**src/rtl/pc_file_read_arbiter_pkg.sv**
```systemverilog
// ----------------------------------------------------------------------------
// pc_file_read_arbiter_pkg
//   Shared types and constants for the PC file read-port arbiter.
//   - PCFileArbReq_t  : one requester's view {valid, prio, addr}
//   - PCFileArbResp_t : response view {valid, data}
//   - PCF_ARB_AGE_W   : width of the per-requester age counter that is used
//                       when PCFILE_ARB_AGING_EN is defined
//   - pcf_arb_rr_next : round-robin pointer advance with wrap
// ----------------------------------------------------------------------------
package pc_file_read_arbiter_pkg;

    localparam int PCF_ARB_NUM_REQ = 3;
    localparam int PCF_ARB_ADDR_W  = 5;   // = $bits(FetchID_t)
    localparam int PCF_ARB_DATA_W  = 64;  // = $bits(PCFileEntry)
    localparam int PCF_ARB_AGE_MAX = 7;
    localparam int PCF_ARB_AGE_W   = $clog2(PCF_ARB_AGE_MAX + 1);

    typedef struct packed {
        logic                      valid;
        logic                      prio;
        logic [PCF_ARB_ADDR_W-1:0] addr;
    } PCFileArbReq_t;

    typedef struct packed {
        logic                      valid;
        logic [PCF_ARB_DATA_W-1:0] data;
    } PCFileArbResp_t;

    // Next round-robin start position: one past the winner, wrapping to 0.
    function automatic int unsigned pcf_arb_rr_next(input int unsigned idx,
                                                    input int unsigned num);
        return (idx == num - 1) ? 0 : idx + 1;
    endfunction

endpackage

```
**src/rtl/pc_file_read_arbiter_if.sv**
```systemverilog
// ----------------------------------------------------------------------------
// pc_file_read_arbiter_if
//   Bundles the requester handshake, the PC file read/write port and the
//   response strobe of the PC file read arbiter.
//   master : requesters + PC file (drive IN_*, observe OUT_*)
//   slave  : the arbiter          (observe IN_*, drive OUT_*)
//   Signals:
//     IN_reqValid / IN_reqPrio / IN_reqAddr  per-requester request
//     OUT_reqReady                           one-hot grant
//     OUT_re / OUT_raddr / IN_rdata          PC file synchronous read port
//     IN_we / IN_waddr / IN_wdata            snooped PC file write port
//     OUT_respValid / OUT_respData           one-hot response + data
// ----------------------------------------------------------------------------
interface pc_file_read_arbiter_if
    import pc_file_read_arbiter_pkg::*;
#(
    parameter int NUM_REQ = PCF_ARB_NUM_REQ,
    parameter int ADDR_W  = PCF_ARB_ADDR_W,
    parameter int DATA_W  = PCF_ARB_DATA_W
);
    logic [NUM_REQ-1:0]        IN_reqValid;
    logic [NUM_REQ-1:0]        IN_reqPrio;
    logic [NUM_REQ*ADDR_W-1:0] IN_reqAddr;
    logic [NUM_REQ-1:0]        OUT_reqReady;
    logic                      OUT_re;
    logic [ADDR_W-1:0]         OUT_raddr;
    logic [DATA_W-1:0]         IN_rdata;
    logic                      IN_we;
    logic [ADDR_W-1:0]         IN_waddr;
    logic [DATA_W-1:0]         IN_wdata;
    logic [NUM_REQ-1:0]        OUT_respValid;
    logic [DATA_W-1:0]         OUT_respData;

    modport master (
        output IN_reqValid, IN_reqPrio, IN_reqAddr, IN_rdata, IN_we, IN_waddr, IN_wdata,
        input  OUT_reqReady, OUT_re, OUT_raddr, OUT_respValid, OUT_respData
    );

    modport slave (
        input  IN_reqValid, IN_reqPrio, IN_reqAddr, IN_rdata, IN_we, IN_waddr, IN_wdata,
        output OUT_reqReady, OUT_re, OUT_raddr, OUT_respValid, OUT_respData
    );

endinterface

```
**src/rtl/pc_file_read_arbiter_rr_pick_onehot.sv**
```systemverilog
// ----------------------------------------------------------------------------
// rr_pick_onehot
//   Rotating first-set-bit finder. Searches IN_mask starting at IN_ptr and
//   moving upward, wrapping from NUM-1 to 0.
//   Ports:
//     IN_mask    candidate bits
//     IN_ptr     search start position (< NUM)
//     OUT_onehot one-hot of the first candidate found (0 if IN_mask == 0)
//     OUT_idx    index of that candidate (0 if IN_mask == 0)
// ----------------------------------------------------------------------------
module rr_pick_onehot #(
    parameter  int NUM   = 3,
    localparam int PTR_W = $clog2(NUM)
) (
    input  logic [NUM-1:0]   IN_mask,
    input  logic [PTR_W-1:0] IN_ptr,
    output logic [NUM-1:0]   OUT_onehot,
    output logic [PTR_W-1:0] OUT_idx
);

    logic found;
    int   pos;

    always_comb begin
        // NOTE: every variable assigned here gets a default before the loop,
        // so no path leaves a value held over and no latch is inferred.
        OUT_onehot = '0;
        OUT_idx    = '0;
        found      = 1'b0;
        pos        = 0;
        for (int i = 0; i < NUM; i++) begin
            // IN_ptr + i < 2*NUM, so one conditional subtract wraps it.
            pos = int'(IN_ptr) + i;
            if (pos >= NUM) pos = pos - NUM;
            if (!found && IN_mask[pos]) begin
                found           = 1'b1;
                OUT_onehot[pos] = 1'b1;
                OUT_idx         = PTR_W'(pos);
            end
        end
    end

endmodule

```
**src/rtl/pc_file_read_arbiter.sv**
```systemverilog
// ----------------------------------------------------------------------------
// pc_file_read_arbiter
//   Shares the single synchronous read port of the PC file among NUM_REQ
//   requesters (branch ports, trap handler, BP). High-priority class first,
//   round-robin inside the class. Data returns one cycle after the grant;
//   a PC file write to the granted address in the grant cycle is bypassed.
//   Ports:
//     clk  clock
//     rst  synchronous active-high reset
//     bus  pc_file_read_arbiter_if.slave (requests, PC file port, responses)
//   Optional feature: define PCFILE_ARB_AGING_EN to add per-requester age
//   counters that promote a starving low-priority requester into the high
//   class after AGE_MAX stalled cycles. AGE_MAX must fit in PCF_ARB_AGE_W.
// ----------------------------------------------------------------------------
module pc_file_read_arbiter
    import pc_file_read_arbiter_pkg::*;
#(
    parameter int NUM_REQ = PCF_ARB_NUM_REQ,
    parameter int ADDR_W  = PCF_ARB_ADDR_W,
    parameter int DATA_W  = PCF_ARB_DATA_W
`ifdef PCFILE_ARB_AGING_EN
   ,parameter int AGE_MAX = PCF_ARB_AGE_MAX
`endif
) (
    input logic                   clk,
    input logic                   rst,
    pc_file_read_arbiter_if.slave bus
);

    localparam int PTR_W = $clog2(NUM_REQ);

    PCFileArbReq_t      req [NUM_REQ];
    logic [NUM_REQ-1:0] valid_vec;
    logic [NUM_REQ-1:0] promoted;
    logic [NUM_REQ-1:0] hi_mask;
    logic [NUM_REQ-1:0] elig_mask;
    logic [NUM_REQ-1:0] pick_onehot;
    logic [NUM_REQ-1:0] grant_onehot;
    logic [PTR_W-1:0]   winner_idx;
    logic [PTR_W-1:0]   rr_ptr_q, rr_ptr_d;
    logic [ADDR_W-1:0]  raddr;
    logic               grant;
    logic               bypass_hit;

    logic               resp_valid_q;
    logic [PTR_W-1:0]   resp_idx_q;
    logic               bypass_hit_q;
    logic [DATA_W-1:0]  bypass_data_q;
    PCFileArbResp_t     resp;

    // ------------------------------------------------------------------
    // Request unpacking and class selection
    // ------------------------------------------------------------------
    always_comb begin
        for (int i = 0; i < NUM_REQ; i++) begin
            req[i].valid = bus.IN_reqValid[i];
            req[i].prio  = bus.IN_reqPrio[i];
            req[i].addr  = bus.IN_reqAddr[i*ADDR_W +: ADDR_W];
        end
    end

    always_comb begin
        for (int i = 0; i < NUM_REQ; i++) begin
            valid_vec[i] = req[i].valid;
            hi_mask[i]   = req[i].valid && (req[i].prio || promoted[i]);
        end
        // With nobody in the high class, everybody valid competes.
        elig_mask = (hi_mask != '0) ? hi_mask : valid_vec;
    end

    rr_pick_onehot #(.NUM(NUM_REQ)) u_pick (
        .IN_mask    (elig_mask),
        .IN_ptr     (rr_ptr_q),
        .OUT_onehot (pick_onehot),
        .OUT_idx    (winner_idx)
    );

    // ------------------------------------------------------------------
    // Grant, read port drive, bypass detection
    // ------------------------------------------------------------------
    always_comb begin
        grant_onehot = '0;
        grant        = 1'b0;
        rr_ptr_d     = rr_ptr_q;
        raddr        = req[winner_idx].addr;
        // No grants while reset is asserted, so the reset state is quiet.
        if (!rst) begin
            grant_onehot = pick_onehot;
            grant        = |pick_onehot;
        end
        if (grant) rr_ptr_d = PTR_W'(pcf_arb_rr_next(32'(winner_idx), unsigned'(NUM_REQ)));
        // The PC file returns the pre-write value on a same-cycle collision.
        bypass_hit = grant && bus.IN_we && (bus.IN_waddr == raddr);
    end

    assign bus.OUT_reqReady = grant_onehot;
    assign bus.OUT_re       = grant;
    assign bus.OUT_raddr    = raddr;

    // ------------------------------------------------------------------
    // State
    // ------------------------------------------------------------------
    always_ff @(posedge clk) begin
        // NOTE: clocked state uses non-blocking assignments so every register
        // samples the pre-edge values regardless of statement order.
        if (rst) begin
            rr_ptr_q     <= '0;
            resp_valid_q <= 1'b0;
            resp_idx_q   <= '0;
            bypass_hit_q <= 1'b0;
        end else begin
            rr_ptr_q     <= rr_ptr_d;
            resp_valid_q <= grant;
            resp_idx_q   <= winner_idx;
            bypass_hit_q <= bypass_hit;
        end
    end

    // NOTE: bypass data is pure datapath qualified by bypass_hit_q, so it
    // carries no reset and only loads on a hit.
    always_ff @(posedge clk) begin
        if (bypass_hit) bypass_data_q <= bus.IN_wdata;
    end

    // ------------------------------------------------------------------
    // Response: one cycle after grant; a reset arriving in that cycle
    // cancels the in-flight response.
    // ------------------------------------------------------------------
    always_comb begin
        resp.valid        = resp_valid_q && !rst;
        resp.data         = bypass_hit_q ? bypass_data_q : bus.IN_rdata;
        bus.OUT_respValid = '0;
        if (resp.valid) bus.OUT_respValid[resp_idx_q] = 1'b1;
        bus.OUT_respData  = resp.data;
    end

    // ------------------------------------------------------------------
    // Optional aging: a low-priority requester stalled for AGE_MAX cycles
    // is promoted into the high class; ties then fall to rr_ptr_q.
    // ------------------------------------------------------------------
`ifdef PCFILE_ARB_AGING_EN
    logic [PCF_ARB_AGE_W-1:0] age_q [NUM_REQ];

    always_ff @(posedge clk) begin
        if (rst) begin
            for (int i = 0; i < NUM_REQ; i++) age_q[i] <= '0;
        end else begin
            for (int i = 0; i < NUM_REQ; i++) begin
                if (!req[i].valid || grant_onehot[i]) begin
                    age_q[i] <= '0;
                end else if (!req[i].prio && (age_q[i] != PCF_ARB_AGE_W'(AGE_MAX))) begin
                    age_q[i] <= age_q[i] + 1'b1;
                end
            end
        end
    end

    always_comb begin
        for (int i = 0; i < NUM_REQ; i++) begin
            promoted[i] = (age_q[i] == PCF_ARB_AGE_W'(AGE_MAX));
        end
    end
`else
    // Strict class priority: low-priority requesters may starve.
    assign promoted = '0;
`endif

endmodule

```
**src/flat_wrapper.sv**
```systemverilog
// flat-port wrapper written by rule: the top's interface ports become plain ports
module pc_file_read_arbiter_flat import pc_file_read_arbiter_pkg::*;
#(
    parameter int NUM_REQ = PCF_ARB_NUM_REQ,
    parameter int ADDR_W  = PCF_ARB_ADDR_W,
    parameter int DATA_W  = PCF_ARB_DATA_W

)
  (clk, rst, bus_IN_reqValid, bus_IN_reqPrio, bus_IN_reqAddr, bus_IN_rdata, bus_IN_we, bus_IN_waddr, bus_IN_wdata, bus_OUT_reqReady, bus_OUT_re, bus_OUT_raddr, bus_OUT_respValid, bus_OUT_respData);
  pc_file_read_arbiter_if #(.NUM_REQ(NUM_REQ), .ADDR_W(ADDR_W), .DATA_W(DATA_W)) bus_i ();
  input logic clk;
  input logic rst;
  input wire logic [$bits(bus_i.IN_reqValid)-1:0] bus_IN_reqValid;
  input wire logic [$bits(bus_i.IN_reqPrio)-1:0] bus_IN_reqPrio;
  input wire logic [$bits(bus_i.IN_reqAddr)-1:0] bus_IN_reqAddr;
  input wire logic [$bits(bus_i.IN_rdata)-1:0] bus_IN_rdata;
  input wire logic [$bits(bus_i.IN_we)-1:0] bus_IN_we;
  input wire logic [$bits(bus_i.IN_waddr)-1:0] bus_IN_waddr;
  input wire logic [$bits(bus_i.IN_wdata)-1:0] bus_IN_wdata;
  output wire logic [$bits(bus_i.OUT_reqReady)-1:0] bus_OUT_reqReady;
  output wire logic [$bits(bus_i.OUT_re)-1:0] bus_OUT_re;
  output wire logic [$bits(bus_i.OUT_raddr)-1:0] bus_OUT_raddr;
  output wire logic [$bits(bus_i.OUT_respValid)-1:0] bus_OUT_respValid;
  output wire logic [$bits(bus_i.OUT_respData)-1:0] bus_OUT_respData;
  assign bus_i.IN_reqValid = bus_IN_reqValid;
  assign bus_i.IN_reqPrio = bus_IN_reqPrio;
  assign bus_i.IN_reqAddr = bus_IN_reqAddr;
  assign bus_i.IN_rdata = bus_IN_rdata;
  assign bus_i.IN_we = bus_IN_we;
  assign bus_i.IN_waddr = bus_IN_waddr;
  assign bus_i.IN_wdata = bus_IN_wdata;
  assign bus_OUT_reqReady = bus_i.OUT_reqReady;
  assign bus_OUT_re = bus_i.OUT_re;
  assign bus_OUT_raddr = bus_i.OUT_raddr;
  assign bus_OUT_respValid = bus_i.OUT_respValid;
  assign bus_OUT_respData = bus_i.OUT_respData;
  pc_file_read_arbiter #(.NUM_REQ(NUM_REQ), .ADDR_W(ADDR_W), .DATA_W(DATA_W)) u_core (.clk(clk), .rst(rst), .bus(bus_i));
endmodule
```
**config.mk**
```make
export PLATFORM = sky130hd
export DESIGN_NAME = pc_file_read_arbiter_flat
export DESIGN_NICKNAME = d
export VERILOG_FILES = /design/src/rtl/pc_file_read_arbiter_pkg.sv /design/src/rtl/pc_file_read_arbiter_if.sv /design/src/rtl/pc_file_read_arbiter_rr_pick_onehot.sv /design/src/rtl/pc_file_read_arbiter.sv /design/src/flat_wrapper.sv
export SDC_FILE = /design/constraint.sdc
export NUM_CORES = 1
export LEC_CHECK = 0
export CORE_MARGIN = 8
export CORE_UTILIZATION = 38
export CTS_CLUSTER_SIZE = 40
export DETAILED_ROUTE_END_ITERATION = 10
export PLACE_DENSITY_LB_ADDON = 0.15
export SYNTH_ARGS = -nofsm -noshare
export SYNTH_HDL_FRONTEND = slang
export SYNTH_SLANG_ARGS = --single-unit
```
**constraint.sdc**
```tcl
create_clock -name clk -period 5.53 [get_ports clk]
set_input_delay 1.106 -clock clk [delete_from_list [all_inputs] [get_ports clk]]
set_output_delay 1.106 -clock clk [all_outputs]
set_load 0.02 [all_outputs]
```
# After elaboration in Yosys (flattened, before gate mapping)
# Index checks and enable logic that the tools add are counted.
[word_totals]
reg_bits = 70
in_bits = 157
output_inout_bits = 76
elab_cells = 82
[op_classes]
addsub = 6
n_lt_le_gt_ge = 12
eq_ne = 2
mux = 37
bitwise = 3
reduce_logical = 17
[op_table]
columns = ["cell", "count"]
rows = [
  ["$ge A32 B1 Y1 const B", 3],
  ["$lt A32 B4 Y1 const B", 3],
  ["$mux W32", 3],
  ["$mux W64", 1],
  ["$mux W3", 6],
  ["$bmux W7 S2", 1],
  ["$mux W1", 13],
  ["$logic_and A1 B1 Y1", 12],
  ["$mux W5", 2],
  ["$demux W1 S2", 4],
  ["$mux W2", 4],
  ["$sub A3 B2 Y4 const B", 2],
  ["$bmux W1 S2", 3],
  ["$ge A3 B2 Y1 const B", 2],
  ["$or A3 B3 Y3", 2],
  ["$eq A5 B5 Y1", 1],
  ["$add A2 B1 Y3 const B", 1],
  ["$add A2 B2 Y3 const B", 1],
  ["$ge A3 B3 Y1 const B", 1],
  ["$logic_not A1 Y1", 3],
  ["$lt A2 B3 Y1 const B", 1],
  ["$not A2 Y3", 1],
  ["$reduce_bool A3 Y1", 1],
  ["$reduce_or A3 Y1", 1],
  ["5 further kinds", 5],
]

# Logic depth before layout (Yosys ltp)
# Gate-level depths: netlist of the first run.
[depth]
depth_word = 19
mapped_depth = 11
mapped_depth_nobuf = 9

# By module
# A second synthesis of the first run with hierarchy kept.
[hier_totals]
cells_unflattened = 256
hier_area_um2 = 3559.7
[modules_own_cells]
columns = ["mod", "n_inst", "cells_each", "area_each_um2", "seq_area_each_um2"]
rows = [
  ["pc_file_read_arbiter", 1, 204, 3226.8, 2042.0],
  ["rr_pick_onehot", 1, 52, 332.8, 0.0],
]

# Worst setup path before layout of the first run
# OpenSTA, ideal clock, no wires.
[synth_path]
path_kind = "input -> register"
startpoint = "input bus_IN_reqPrio[1]"
endpoint = "register u_core.bypass_data_q[0] (enable)"
setup_ns = 0.428
arrival_time_ns = 4.258
t_required_ns = 5.102
slack_ns = 0.844
path_stages = 8
n_path_buf = 1
cell_sequence = "buf_2 > a22oi_2 > o21a_1 > o21ai_0 > o41a_1 > o22ai_1 > or4b_1 > o2111a_1"
[synth_via]
elab_chain_len = 19
word_cells_on_any_way = 35
cone_classes = "eq/ne: 1; mux: 22; bitwise: 3; reduce/logical: 9"
[synth_rtl]
columns = ["element", "line_no", "text"]
rows = [
  ["from (decl)", "flat_wrapper.sv:14", "input wire logic [$bits(bus_i.IN_reqPrio)-1:0] bus_IN_reqPrio;"],
  ["$logic_and A1 B1 Y1 *", "pc_file_read_arbiter.sv:65", "hi_mask[i] = req[i].valid && (req[i].prio || promoted[i]);"],
  ["$reduce_bool A3 Y1", "pc_file_read_arbiter.sv:68", "elig_mask = (hi_mask != '0) ? hi_mask : valid_vec;"],
  ["$mux W3 *", "pc_file_read_arbiter.sv:68", ""],
  ["$bmux W1 S2", "pc_file_read_arbiter_rr_pick_onehot.sv:35", "if (!found && IN_mask[pos]) begin"],
  ["$mux W1 (implied by the code) (2 in series)", "pc_file_read_arbiter_rr_pick_onehot.sv:35", ""],
  ["$mux W1", "pc_file_read_arbiter_rr_pick_onehot.sv:35", ""],
  ["$logic_not A1 Y1", "pc_file_read_arbiter_rr_pick_onehot.sv:35", ""],
  ["$logic_and A1 B1 Y1", "pc_file_read_arbiter_rr_pick_onehot.sv:35", ""],
  ["(+2 left out)", "-", ""],
  ["$logic_and A1 B1 Y1", "pc_file_read_arbiter_rr_pick_onehot.sv:35", ""],
  ["$mux W2", "pc_file_read_arbiter_rr_pick_onehot.sv:35", ""],
  ["$not A2 Y3 (implied by the code)", "pc_file_read_arbiter.sv:85", "raddr = req[winner_idx].addr;"],
  ["$bmux W7 S2", "pc_file_read_arbiter.sv:85", ""],
  ["$mux W5 (implied by the code) (2 in series)", "pc_file_read_arbiter.sv:85", ""],
  ["$eq A5 B5 Y1", "pc_file_read_arbiter.sv:93", "bypass_hit = grant && bus.IN_we && (bus.IN_waddr == raddr);"],
  ["$logic_and A1 B1 Y1 *", "pc_file_read_arbiter.sv:93", ""],
  ["named net u_core.bypass_hit", "pc_file_read_arbiter.sv:43", "logic bypass_hit;"],
  ["to (signal assigned)", "pc_file_read_arbiter.sv:122", "if (bypass_hit) bypass_data_q <= bus.IN_wdata;"],
  ["to (decl)", "pc_file_read_arbiter.sv:48", "logic [DATA_W-1:0] bypass_data_q;"],
]
# The timed path passes the listed nets; every way through them passes the cells marked *. The select of a mux whose other input is x is not followed.
# A chain may end at the register's enable or synchronous reset.

# Final worst setup path of the first run
[layout_path]
startpoint = "input bus_IN_reqValid[1]"
endpoint = "output bus_OUT_re"
[layout_via]
elab_chain_len = 15
word_cells_on_any_way = 25
cone_classes = "mux: 16; bitwise: 2; reduce/logical: 7"
[layout_rtl]
columns = ["element", "line_no", "text"]
rows = [
  ["from (decl)", "flat_wrapper.sv:13", "input wire logic [$bits(bus_i.IN_reqValid)-1:0] bus_IN_reqValid;"],
  ["$logic_and A1 B1 Y1", "pc_file_read_arbiter.sv:65", ""],
  ["$reduce_bool A3 Y1", "pc_file_read_arbiter.sv:68", ""],
  ["$mux W3 *", "pc_file_read_arbiter.sv:68", ""],
  ["$bmux W1 S2", "pc_file_read_arbiter_rr_pick_onehot.sv:35", ""],
  ["$mux W1 (implied by the code) (2 in series)", "pc_file_read_arbiter_rr_pick_onehot.sv:35", ""],
  ["$mux W1", "pc_file_read_arbiter_rr_pick_onehot.sv:35", ""],
  ["$logic_not A1 Y1", "pc_file_read_arbiter_rr_pick_onehot.sv:35", ""],
  ["$logic_and A1 B1 Y1", "pc_file_read_arbiter_rr_pick_onehot.sv:35", ""],
  ["$mux W1", "pc_file_read_arbiter_rr_pick_onehot.sv:35", ""],
  ["$logic_not A1 Y1", "pc_file_read_arbiter_rr_pick_onehot.sv:35", ""],
  ["$logic_and A1 B1 Y1", "pc_file_read_arbiter_rr_pick_onehot.sv:35", ""],
  ["$mux W3 *", "pc_file_read_arbiter_rr_pick_onehot.sv:35", ""],
  ["$reduce_or A3 Y1 *", "pc_file_read_arbiter.sv:89", "grant = |pick_onehot;"],
  ["$mux W1 *", "pc_file_read_arbiter.sv:87", "if (!rst) begin"],
  ["to (decl)", "flat_wrapper.sv:21", "output wire logic [$bits(bus_i.OUT_re)-1:0] bus_OUT_re;"],
]
# Every way passes the cells marked *; elsewhere a longest branch is shown, timed or not. The select of a mux whose other input is x is not followed.

==> results of run 1 <==
## layout by cell type (no fill, tap or decap), types with 2 or more instances in the layout
cell type and n:
dfxtp_1 5, nand2_1 12, nand2b_1 5, clkbuf_1 2, a21oi_1 3, or3_1 2, clkdlybuf4s50_1 232, clkinv_1 3
a22oi_1 2, o211ai_1 3, clkinv_2 2, mux2i_1 10, inv_1 11, o221ai_1 2, nand3_1 2, o22ai_1 6
a31oi_1 3, mux2_2 65, clkbuf_8 9, o21ai_0 8, xor2_1 5, edfxtp_1 64, a22oi_2 3, nor2_1 5
nor2b_1 3, ha_1 4, o2111ai_1 4, nor4bb_1 2, o31ai_1 2
## cell type report
cell class | instances | area, sq um | area share [%]
Timing Repair Buffer | 234 | 2350 | 36.8
Sequential cell | 70 | 2040 | 32.0
Multi-Input combinational cell | 179 | 1620 | 25.4
Tap cell | 133 | 166 | 2.61
Clock buffer | 11 | 131 | 2.06
Inverter | 12 | 45.0 | 0.706
Clock inverter | 5 | 26.3 | 0.412
## worst max-delay path by stage
stage / slack [ns] / end
3_5_place_dp: 0.52 / bus_OUT_raddr[1]
6_report: 0.52 / bus_OUT_re
5_1_grt: 0.32 / bus_OUT_raddr[0]
3_3_place_gp: 0.60 / bus_OUT_raddr[1]
2_1_floorplan: 0.84 / u_core.bypass_data_q[0]
4_1_cts: 0.51 / bus_OUT_raddr[1]
## synthesized netlist by cell type, types with 5 or more instances
master / n
mux2_2: 65
edfxtp_1: 64
nand2_1: 12
inv_1: 11
mux2i_1: 10
clkbuf_1: 8
o21ai_0: 8
buf_2: 6
dfxtp_1: 6
o22ai_1: 6
nand2b_1: 5
nor2_1: 5
xor2_1: 5
## tightest hold or removal path: stages, from the launching register on
cell and delay, ns:
dfxtp_1 0.34, nand2_1 0.07, mux2i_1 0.05
## metrics by stage
step	worst slack, ns	total power, uW
6_report	0.523	1740
5_1_grt	0.316	1820
4_1_cts	0.511	1750
3_5_place_dp	0.516	1390
3_3_place_gp	0.596	1380
2_1_floorplan	0.844	1080
## logic make-up (layout without fill, tap and decap cells)
group | after synthesis | count (layout) | synth area share (%)
muxes | 75 | 75 | 21.8
DFF | 70 | 70 | 53.6
AOI/OAI and AO/OA | 53 | 53 | 11.5
and+or+nand+nor | 41 | 41 | 6.43
buffers and inverters | 31 | 262 | 3.94
adders and majority gates | 5 | 5 | 1.61
xor gates and xnor gates | 5 | 5 | 1.15
## sequential cells by signal (all words and copies together), names as in the netlist
name	cells
u_core.bypass_data_q	64
u_core.bypass_hit_q	1
u_core.resp_idx_q	2
u_core.resp_valid_q	1
u_core.rr_ptr_q	2
## power breakdown
group          switching [uW]  internal (uW)
clock network             194            159
registers                22.8            615
logic                     372            374
total                     589           1150
## layer usage
layer  vias to the layer above  part of all wire [%]
met3                        12                   9.0
met4                         0                   1.3
met2                       165                    50
met5                         -                     0
met1                      1572                    40
li1                       1539                     -
==> flow_metrics.env, run 1 <==
export IMPL_clk_pin_slew_ns=0.07
export IMPL_design_area_sq_um=6380
export IMPL_r2r_end="u_core.bypass_data_q[61]"
export IMPL_leakagePower_uw=0.00220
export IMPL_whs_path_depth=2
export IMPL_hpwl_um=10500
export IMPL_met2_usage_pct=33.1
export IMPL_synth_seq_cells=70
export IMPL_min_period_ns=5.01
export IMPL_grt_usage_pct=18.7
export IMPL_cts_tree="yes"
export IMPL_die_x_um=116
export IMPL_drc=0
export IMPL_worstSetupEndpointType="output port"
export IMPL_via_per_inst=5.11
export IMPL_hp_class="reg2reg"
export IMPL_syn_cell_area_sq_um=3810
export IMPL_io_pins=233
export IMPL_crit_path_cell_trace="clkdlybuf4s50_1 -> a22oi_2 -> o21a_1 -> o21ai_0 -> o41a_1 -> o22ai_1 -> or3_1 -> clkdlybuf4s50_1"
export IMPL_crit_path_frequent_cell="clkdlybuf4s50_1"
export IMPL_die_y_um=116
export IMPL_grt_pass1_vias=3416
export IMPL_rows=36
export IMPL_min_from="u_core.rr_ptr_q[1]"
export IMPL_antenna_left=0
export IMPL_root_buffer="clkbuf_8"
export IMPL_status="completed"
export IMPL_area_growth_pct=67.5
export IMPL_antenna_found_initial=0
export IMPL_grt_pass1_wl_um=19000
export IMPL_synth_top_area_share_pct=50.4
export IMPL_port_buffers=232
export IMPL_rrSetupSlack_ns=1.61
export IMPL_synthesis_nets=441
export IMPL_synth_largest_area_cell="edfxtp_1"
export IMPL_fmax_mhz=200
export IMPL_syn_avg_cell_area_sq_um=13.6
export IMPL_drive_above_1_share_pct=18.2
export IMPL_slew_violations=0
export IMPL_slew_headroom_pct=41.9
export IMPL_layout_nets=667
export IMPL_post_cts_setup_buffers=0
export IMPL_grt_overflow=0
export IMPL_coreArea_sq_um=9770
export IMPL_yosysSeqAreaShare_pct=53.6
export IMPL_die_area_sq_um=13500
export IMPL_h_tree_depth=3
export IMPL_drt_iter0_markers=216
export IMPL_crit_cells=8
export IMPL_syn_inst=280
export IMPL_cpMaxStageDelayCell="clkdlybuf4s50_1"
export IMPL_hold_end="u_core.rr_ptr_q[1]"
export IMPL_place_inst=628
export IMPL_finalWirelength_um=13300
export IMPL_synth_distinct_cells=57
export IMPL_arrival_ns=3.90
export IMPL_worstSkewPairLatency_ns=0.35
export IMPL_start_util_pct=39.0
export IMPL_via_count=3288
export IMPL_p_per_area_nw_per_um2=272
export IMPL_whs_ns=0.512
export IMPL_utilization_pct=65.3
export IMPL_antennaDiodeCount=0
export IMPL_worstMarginPinSlew_ns=0.871
export IMPL_layoutNonFillerInstCount=644
export IMPL_timing_critical_path_fanout_max=8
export IMPL_slowest_delay_ns=0.66
export IMPL_grt_met1_usage_pct=20.8
export IMPL_r2r_cells=10
export IMPL_cts_path_max_buffers=2
export IMPL_grt_max_degree=55
export IMPL_crit_required_ns=4.42
export IMPL_placed_area_sq_um=6220
export IMPL_path_delay_family="compound AO/OA/AOI/OAI gates"
export IMPL_path_class="in2out"
export IMPL_async_reset_ff_share_pct=0
export IMPL_vdd_drop_max_uv=189
export IMPL_drtPass1Iterations=6
export IMPL_start_kind="input pin"
export IMPL_post_cts_resize_count=0
export IMPL_drv_cap=0
export IMPL_routedWlPerCell_um=20.7
export IMPL_ys_flop_type="edfxtp_1"
export IMPL_numCtsBuffers=9
export IMPL_worst_path_buf_inv=2
export IMPL_grt_util_met3_pct=5.69
export IMPL_finalClockSkew_ns=0.0122
export IMPL_finalCritPeriodShare_pct=90.5
export IMPL_rr_startpoint="u_core.rr_ptr_q[0]"
export IMPL_nFillCells=798
export IMPL_grt_busiest_layer="met2"
export IMPL_synthTopCellsByArea="edfxtp_1 (50%), mux2_2 (19%), dfxtp_1 (3.2%)"
export IMPL_gp_congestion=0.948
export IMPL_tns_ns=0
export IMPL_postCtsHoldBufs=0
export IMPL_clock_sinks=70
export IMPL_synth_edf_count=64
export IMPL_hold_viol=0
export IMPL_setup_violations=0
export IMPL_synth_warnings=0
export IMPL_rsz0062_at_grt="false"
export IMPL_cp_startpoint="bus_IN_reqValid[1]"
Power figures use the tool's default switching activity.
==> run 2, diff against run 1 <==
Settings changed: ABC_AREA set to 1, CORE_UTILIZATION 38 to 37.
==> run 2 against run 1 <==
Clock-buffer cell count is 1 lower. Die area is 2.6% lower. Maximum frequency is 5.1% higher. Setup slack better by 0.24 ns. Register-to-register slack better by 0.31 ns. First-iteration DRC count is 39% lower. Worst hold slack better by 0.034 ns. Power is 25% higher. Via count is 5.7% lower. Global-route usage is 0.98 points lower. Cell count is 3.3% higher.
==> flow_metrics.env, run 2 <==
export IMPL_status="completed"
export IMPL_whs_ns=0.545
export IMPL_numCtsBuffers=9
export IMPL_yosysSeqAreaShare_pct=56.7
export IMPL_worstSkewPairLatency_ns=0.34
export IMPL_leakagePower_uw=0.00240
export IMPL_port_buffers=232
export IMPL_area_growth_pct=75.9
export IMPL_synth_edf_count=64
export IMPL_tns_ns=0
export IMPL_via_per_inst=4.66
export IMPL_power_uw=2180
export IMPL_final_cell_mix="clkdlybuf4s50_1 (232), mux2_2 (64), edfxtp_1 (64)"
export IMPL_crit_path_cell_trace="clkdlybuf4s50_1 -> nand2_1 -> nand4_1 -> nand2_1 -> nand3_1 -> nand3_2 -> nor2_4 -> nand3_2 -> nand2_4 -> nor2_2 -> o21ai_1 -> nand2_1 -> inv_1 -> clkdlybuf4s50_1"
export IMPL_h_tree_depth=3
export IMPL_synthesis_nets=450
export IMPL_drc=0
export IMPL_gp_congestion=0.883
export IMPL_clock_sinks=70
export IMPL_drive_above_1_share_pct=20.3
export IMPL_drtPass1Iterations=5
export IMPL_grt_pass1_wl_um=17600
export IMPL_path_class="in2out"
export IMPL_arrival_ns=3.66
export IMPL_finalCritPeriodShare_pct=86.1
export IMPL_synth_warnings=0
export IMPL_async_reset_ff_share_pct=0
export IMPL_post_cts_resize_count=0
export IMPL_hpwl_um=9890
export IMPL_synth_top_area_share_pct=53.4
export IMPL_reg_largest_list="u_core.bypass_data_q x64, u_core.resp_idx_q x2, u_core.rr_ptr_q x2"
export IMPL_crit_required_ns=4.42
export IMPL_start_util_pct=37.5
export IMPL_layout_nets=688
export IMPL_setup_violations=0
export IMPL_synth_largest_area_cell="edfxtp_1"
export IMPL_path_delay_family="simple AND/OR/NAND/NOR gates"
export IMPL_worstMarginPinSlew_ns=0.841
export IMPL_drv_cap=0
export IMPL_antenna_found_initial=0
export IMPL_nFillCells=796
export IMPL_utilization_pct=66.0
export IMPL_worstSetupEndpointType="output port"
export IMPL_clk_pin_slew_ns=0.07
export IMPL_finalWirelength_um=12100
export IMPL_hp_class="reg2reg"
export IMPL_grt_usage_pct=17.8
export IMPL_synthTopCellsByArea="edfxtp_1 (53%), mux2_2 (20%), nand2_1 (4.0%)"
export IMPL_synth_distinct_cells=24
export IMPL_antennaDiodeCount=0
export IMPL_syn_cell_area_sq_um=3600
export IMPL_routedWlPerCell_um=18.2
export IMPL_io_pins=233
export IMPL_post_cts_setup_buffers=0
export IMPL_die_y_um=115
export IMPL_rows=36
export IMPL_vdd_drop_max_uv=377
export IMPL_rsz0062_at_grt="false"
export IMPL_grt_overflow=0
export IMPL_largest_reg_flops=64
export IMPL_grt_max_degree=36
export IMPL_slowest_delay_ns=0.60
export IMPL_postCtsHoldBufs=0
export IMPL_synth_seq_cells=70
export IMPL_top_register="u_core.bypass_data_q"
export IMPL_hold_viol=0
export IMPL_drt_iter0_markers=131
export IMPL_p_per_area_nw_per_um2=344
export IMPL_crit_path_frequent_cell="nand2_1"
export IMPL_slew_headroom_pct=43.9
export IMPL_coreArea_sq_um=9590
export IMPL_synth_common_cells="edfxtp_1 (64), mux2_2 (64), nand2_1 (38), inv_1 (31), nand3_1 (17)"
export IMPL_antenna_left=0
export IMPL_via_count=3102
export IMPL_slew_violations=0
export IMPL_syn_avg_cell_area_sq_um=12.5
export IMPL_cts_tree="yes"
export IMPL_cts_path_max_buffers=2
export IMPL_die_area_sq_um=13100
export IMPL_timing_critical_path_fanout_max=13
export IMPL_finalClockSkew_ns=0.00622
export IMPL_worst_path_buf_inv=3
export IMPL_grt_pass1_vias=3266
export IMPL_final_common_cell="clkdlybuf4s50_1"
export IMPL_start_kind="input pin"
export IMPL_min_period_ns=4.76
export IMPL_cpMaxStageDelayCell="clkdlybuf4s50_1"
export IMPL_die_x_um=115
export IMPL_syn_inst=289
export IMPL_fmax_mhz=210
export IMPL_root_buffer="clkbuf_8"
export IMPL_ys_flop_type="edfxtp_1"
## run 2: cell count changes after synthesis, sizes merged, moves of 8 or more
| cell | previous run | this run |
|---|---|---|
| nand2 | 12 | 45 |
| nand3 | 2 | 30 |
| inv | 11 | 31 |
| buf | 11 | 1 |
| mux2i | 10 | 0 |
| nor2 | 5 | 14 |
| o21ai | 10 | 2 |
## run 2: final timing paths
kind,start,endpoint,slack (ns),cells past startpoint
min,u_core.rr_ptr_q[1],u_core.rr_ptr_q[1],0.55,2
max,bus_IN_reqValid[2],bus_OUT_raddr[0],0.77,14
max reg2reg,u_core.rr_ptr_q[0],u_core.bypass_data_q[48],1.92,18
min reg2reg,u_core.rr_ptr_q[1],u_core.rr_ptr_q[1],0.55,2
## run 2: final cells by class
cell class / count / area [sq um] / share of cell area [%]
clock inverter: 6 / 110 / 1.74
clock buffer: 10 / 128 / 2.02
inverter: 31 / 116 / 1.84
tap: 133 / 166 / 2.63
timing repair buffer: 235 / 2360 / 37.2
sequential: 70 / 2040 / 32.3
multi-input combinational: 180 / 1410 / 22.3
## run 2: worst reg2reg max path: cells and delay by family, from the launching register on
| kind | cells | cell delay (ns) |
|---|---|---|
| flip-flops | 1 | 0.40 |
| AND/OR/NAND/NOR | 14 | 1.99 |
| buffers and inverters | 3 | 0.59 |
| adder cells (fa/ha/maj) | 1 | 0.35 |
## run 2: metal layers
layer,vias up,routed length [um],global-route usage (%)
li1,1508,-,-
met1,1425,4580,18.2
met2,157,6180,32.3
met3,12,1160,6.59
met4,0,192,6.21
met5,-,0,0
## run 2: logic make-up after synthesis
| logic type | after synthesis | synth area share (%) |
|---|---|---|
| compound gates | 7 | 1.22 |
| fa+ha+maj | 4 | 1.39 |
| buf+inv | 39 | 4.28 |
| flops | 70 | 56.7 |
| mux | 64 | 20.0 |
| simple gates | 105 | 16.4 |
## run 2: where the power goes
part / total, uW / switching (uW) / internal [uW]
logic: 1040 / 564 / 473
clock network: 489 / 190 / 299
registers: 651 / 25.1 / 626
total: 2180 / 779 / 1400
## run 2: per-stage QoR
stage	cell area, sq um	setup WS, ns	instances
after CTS	6330	0.778	665
after global placement	6090	0.872	649
after detailed placement	6090	0.786	649
final	6330	0.767	665
after global routing	6330	0.526	665
after floorplan	3600	0.899	289
